===== config.mk =====
export PLATFORM = sky130hd
export DESIGN_NAME = strobe_scheduler
export DESIGN_NICKNAME = d
export VERILOG_FILES = /design/src/rtl/strobe_scheduler.sv
export SDC_FILE = /design/constraint.sdc
export NUM_CORES = 1
export LEC_CHECK = 0
export BUFFER_PORTS_ARGS = -buffer_cell sky130_fd_sc_hd__buf_2
export CAP_MARGIN = 15
export CORE_MARGIN = 2
export CORE_UTILIZATION = 45
export DETAILED_ROUTE_END_ITERATION = 6
export HOLD_SLACK_MARGIN = 0.15
export PLACE_DENSITY = 0.74
export REMOVE_ABC_BUFFERS = 1
export SYNTH_ARGS = -nofsm -noshare
export SYNTH_HDL_FRONTEND = slang
export SYNTH_SLANG_ARGS = --single-unit

===== constraint.sdc =====
create_clock -name clk_i -period 1.6 [get_ports clk_i]
set_clock_uncertainty 0.15 [all_clocks]
set_input_delay 0.32 -clock clk_i [delete_from_list [all_inputs] [get_ports clk_i]]
set_output_delay 0.32 -clock clk_i [all_outputs]
set_load 0.01 [all_outputs]

===== src/rtl/strobe_scheduler.sv =====
// strobe_scheduler: per-channel prescaled strobe generation with a
// round-robin grant, done handshake and grant timeout.
module strobe_scheduler #(
   parameter int NUM_CH     = 4,
   parameter int PRESCALE_W = 8,
   parameter int TIMEOUT    = 15
) (
   input  logic                      clk_i,
   input  logic                      rst_i,
   input  logic                      strobe_i,
   input  logic [NUM_CH-1:0]         ch_enable_i,
   input  logic                      cfg_valid_i,
   input  logic [$clog2(NUM_CH)-1:0] cfg_ch_i,
   input  logic [PRESCALE_W-1:0]     cfg_prescale_i,
   output logic                      cfg_ready_o,
   input  logic [NUM_CH-1:0]         ch_done_i,
   output logic [NUM_CH-1:0]         ch_strobe_o,
   output logic [NUM_CH-1:0]         overrun_o,
   output logic                      timeout_o,
   output logic                      busy_o
);
   localparam int IW = $clog2(NUM_CH);
   localparam int TW = $clog2(TIMEOUT + 1);

   typedef enum logic [1:0] {IDLE, ISSUE, WAIT} state_t;

   state_t                state;
   state_t                state_nx;
   logic [PRESCALE_W-1:0] cnt   [NUM_CH];
   logic [PRESCALE_W-1:0] presc [NUM_CH];
   logic [NUM_CH-1:0]     pend;
   logic [NUM_CH-1:0]     hit;
   logic [NUM_CH-1:0]     cfg_hit;
   logic [NUM_CH-1:0]     clr;
   logic [NUM_CH-1:0]     req;
   logic [IW-1:0]         sel;
   logic [IW-1:0]         last_grant;
   logic [IW-1:0]         pick;
   logic [IW-1:0]         idx;
   logic                  found;
   logic                  fire;
   logic                  expire;
   logic [TW-1:0]         wcnt;

   assign cfg_ready_o = (state == IDLE);
   assign busy_o      = (state != IDLE);
   assign req         = pend & ch_enable_i;

   always_comb begin
      hit     = '0;
      cfg_hit = '0;
      clr     = '0;
      for (int i = 0; i < NUM_CH; i++) begin
         hit[i]     = strobe_i && ch_enable_i[i] && (cnt[i] == presc[i]);
         cfg_hit[i] = cfg_valid_i && cfg_ready_o && (int'(cfg_ch_i) == i);
         clr[i]     = fire && (int'(sel) == i);
      end
   end

   // first requester strictly after the last grant, wrapping
   always_comb begin
      found = 1'b0;
      pick  = '0;
      idx   = '0;
      for (int k = 1; k <= NUM_CH; k++) begin
         idx = IW'((int'(last_grant) + k) % NUM_CH);
         if (!found && req[idx]) begin
            found = 1'b1;
            pick  = idx;
         end
      end
   end

   always_comb begin
      state_nx = state;
      fire     = 1'b0;
      expire   = 1'b0;
      unique case (state)
         IDLE: begin
            if (found) state_nx = ISSUE;
         end
         ISSUE: begin
            fire     = req[sel];
            state_nx = req[sel] ? WAIT : IDLE;
         end
         WAIT: begin
            if (ch_done_i[sel]) begin
               state_nx = IDLE;
            end else if (wcnt == TW'(TIMEOUT)) begin
               state_nx = IDLE;
               expire   = 1'b1;
            end
         end
         default: state_nx = IDLE;
      endcase
   end

   always_ff @(posedge clk_i) begin
      if (rst_i) begin
         state       <= IDLE;
         sel         <= '0;
         last_grant  <= IW'(NUM_CH - 1);
         wcnt        <= '0;
         ch_strobe_o <= '0;
         timeout_o   <= 1'b0;
      end else begin
         state <= state_nx;
         if (state == IDLE && found) sel <= pick;
         if (fire) last_grant <= sel;
         ch_strobe_o <= fire ? (NUM_CH'(1) << sel) : '0;
         timeout_o   <= expire;
         wcnt        <= (state == WAIT) ? wcnt + TW'(1) : '0;
      end
   end

   // a new tick beats the grant clear and is not an overrun
   always_ff @(posedge clk_i) begin
      if (rst_i) begin
         pend      <= '0;
         overrun_o <= '0;
         for (int i = 0; i < NUM_CH; i++) begin
            cnt[i]   <= '0;
            presc[i] <= '0;
         end
      end else begin
         for (int i = 0; i < NUM_CH; i++) begin
            if (cfg_hit[i]) begin
               presc[i]     <= cfg_prescale_i;
               cnt[i]       <= '0;
               pend[i]      <= 1'b0;
               overrun_o[i] <= 1'b0;
            end else if (!ch_enable_i[i]) begin
               cnt[i]  <= '0;
               pend[i] <= 1'b0;
            end else if (hit[i]) begin
               cnt[i]  <= '0;
               pend[i] <= 1'b1;
               if (pend[i] && !clr[i]) overrun_o[i] <= 1'b1;
            end else begin
               if (strobe_i) cnt[i] <= cnt[i] + PRESCALE_W'(1);
               if (clr[i]) pend[i] <= 1'b0;
            end
         end
      end
   end

endmodule


==> flow_summary.json <==
{
  "outcome": "finished, violations left",
  "violations": "negative setup slack",
  "power_frac_clock_pct": 35.9,
  "rsz0062_at_grt": "yes",
  "synth-warning-count": 0,
  "intPower_w": 0.00369,
  "worstHoldPathType": "input port to flop",
  "grt_usage_pct": 21.1,
  "synth.area.top_cells": "edfxtp_1 44%, dfxtp_1 11%, xor2_1 6.9%",
  "gp_congestion": 0.844,
  "placementRows": 35,
  "gr-total-overflow": 0,
  "clock_path_buffers": 2,
  "first_iter_violations": 231,
  "grt_pass1_vias": 3394,
  "hold_viol": 0,
  "cts_buffers": 9,
  "dieWidth_um": 102,
  "seq_power_share_pct": 52.2,
  "final_nets": 532,
  "port_buffers": 32,
  "grt_pass1_wl_um": 16800,
  "dp_cells": 610,
  "timing.setup.tns_ps": -4640,
  "synth_edf_count": 64,
  "synthFlopType": "edfxtp_1",
  "drt_pass1_iterations": 5,
  "cts_sinks": 87,
  "grt_max_degree": 20,
  "p_comb_share_pct": 11.9,
  "antenna_found_initial": 0,
  "drc": 0,
  "dr_total_vias": 3385,
  "drive_gt1_share_pct": 41.6,
  "critPathRequiredTime_ps": 1580,
  "core-area_um2": 9280,
  "seq_area_frac_synth_pct": 54.9,
  "fin_crit_ps": 1800,
  "htreeDepth": 3,
  "slew_headroom_pct": 79.7,
  "clock_latency_ps": 370,
  "synth_area_um2": 4340,
  "worstSetupStartpointType": "flop",
  "drv_cap": 0,
  "yosys.area.top_type": "edfxtp_1",
  "synth_seq_cells": 87,
  "finalCritPeriodShare_pct": 112,
  "antenna_cells": 0,
  "vias_per_cell": 5.30,
  "area.growth.synth_to_final_pct": 38.8,
  "p_switching_w": 0.00120,
  "start_util_pct": 46.7,
  "netSwitchingFraction_pct": 24.6,
  "setup_viol": 53,
  "num_io_pins": 33,
  "fin_ws_ps": -197,
  "dp_hpwl_um": 7140,
  "synthArstFlopShare_pct": 0,
  "synth_most_common_cell": "edfxtp_1",
  "syn_avg_cell_area_um2": 11.7,
  "clk_pin_slew_ps": 110,
  "die_h_um": 102,
  "drt-total-wl_um": 10500,
  "instances_no_fill": 639,
  "powerDensity_nw_per_um2": 813,
  "max_freq_mhz": 556,
  "slew_violations": 0,
  "ant_nets": 0,
  "postSynthCellCount": 372,
  "criticalPathCategory": "flop to flop",
  "dpl_worst_slack_ps": -137,
  "die_area_um2": 10400,
  "clockRootBuffer": "clkbuf_8",
  "arrival_ps": 1770,
  "synth_top_cells_by_count": "64 x edfxtp_1, 34 x nor3_1, 34 x xor2_1",
  "yosys.area.top_type_share_pct": 44.3,
  "synth_cell_types": 53,
  "vdd.ir_drop.worst_uv": 540,
  "tightestPinTransition_ps": 303,
  "wire_per_inst_um": 16.4,
  "endpoint_kind": "flop",
  "cts_tree": "built",
  "leakage_nw": 2.60,
  "crit_fanout": 4
}
## power groups by stage
stage	clock network, W	registers (W)	logic (W)
2_1_floorplan	0	0.00261	0.000205
3_3_place_gp	0	0.00261	0.000476
3_5_place_dp	0	0.00261	0.000491
4_1_cts	0.00177	0.00256	0.000543
5_1_grt	0.00186	0.00257	0.000624
6_report	0.00176	0.00256	0.000582
## flip-flops by register name (all words and copies together) (netlist names)
name	count
pend	4
overrun_o	4
ch_strobe_o	4
state	2
presc	32
sel	2
cnt	32
wcnt	4
timeout_o	1
last_grant	2
## through the flow
| step | utilization (%) | hold WS [ps] | instance area (um2) | power (W) |
|---|---|---|---|---|
| 6_report | 64.8 | 159 | 6020 | 0.00490 |
| 3_3_place_gp | 57.3 | 277 | 5320 | 0.00308 |
| 5_1_grt | 64.8 | 152 | 6020 | 0.00505 |
| 2_1_floorplan | - | 239 | 4280 | 0.00282 |
| 4_1_cts | 62.5 | 153 | 5800 | 0.00487 |
| 3_5_place_dp | 57.3 | 293 | 5320 | 0.00310 |
## cells by family (layout without fill, tap and decap cells)
kind of cell / Yosys count / in the layout / share of synthesized area (%)
XOR/XNOR: 58 / 58 / 11.7
buffers and inverters: 21 / 159 / 2.34
flip-flops: 87 / 87 / 54.9
adder cells (fa/ha/maj): 5 / 5 / 1.44
AO/OA/AOI/OAI: 35 / 35 / 6.14
AND/OR/NAND/NOR: 165 / 165 / 22.9
multiplexers: 1 / 1 / 0.519
## path summary, 6_finish.rpt
path / from / endpoint / depth (start not counted) / slack [ps]
max: cnt[2][6] / cnt[2][0] / 5 / -200
min: cfg_prescale_i[7] / presc[1][7] / 2 / 160
max reg2reg: cnt[2][6] / cnt[2][0] / 5 / -200
min reg2reg: wcnt[0] / wcnt[0] / 1 / 310
## placed cells by master, fill, tap and decap left out, types with 3 or more instances in the layout
| cell type | n |
|---|---|
| dfxtp_4 | 3 |
| nor2_1 | 11 |
| dlygate4sd3_1 | 4 |
| inv_2 | 3 |
| nand3_1 | 24 |
| nand3b_1 | 4 |
| a21oi_1 | 4 |
| dfxtp_1 | 20 |
| buf_2 | 30 |
| nor3_2 | 18 |
| buf_4 | 77 |
| nor3_4 | 6 |
| clkbuf_8 | 9 |
| nor4b_4 | 3 |
| edfxtp_1 | 64 |
| inv_1 | 7 |
| o211a_1 | 5 |
| o21ai_0 | 4 |
| nor3_1 | 12 |
| and2_4 | 4 |
| buf_12 | 5 |
| buf_6 | 16 |
| ha_1 | 5 |
| nand4_1 | 4 |
| and3_1 | 27 |
| o21a_1 | 3 |
| nor3b_2 | 4 |
| and2_1 | 13 |
| xor2_1 | 33 |
| nand2_1 | 10 |
| xnor2_1 | 23 |
## routing by layer
| layer | track usage (%) | wire [um] |
|---|---|---|
| met1 | 27.6 | 4440 |
| met4 | 5.85 | 125 |
| met5 | 0 | 0 |
| met2 | 36.3 | 5460 |
| met3 | 3.69 | 483 |
## worst max-delay path, cell delays in order (launching register included)
cell      delay (ps)
edfxtp_1         450
xor2_1           180
nor4_2           350
and3_4           260
buf_6            110
nor3_1            50
## timing repair
item,4_1_cts,5_1_grt
endpoints found under the hold margin,3,1
buffers inserted,9,1
gates cloned,0,2
gates resized for setup,40,50
hold buffers,3,1
endpoints found under the setup margin,97,104
pin swaps,22,25
## layout make-up
| cell class | count | area (um2) |
|---|---|---|
| clock buffer | 9 | 124 |
| clock inverter | 7 | 103 |
| fill | 700 | 3260 |
| inverter | 11 | 43.8 |
| multi-input combinational | 264 | 2150 |
| sequential | 87 | 2390 |
| tap | 129 | 161 |
| timing repair buffer | 132 | 1050 |
(Power assumes the default switching activity.)
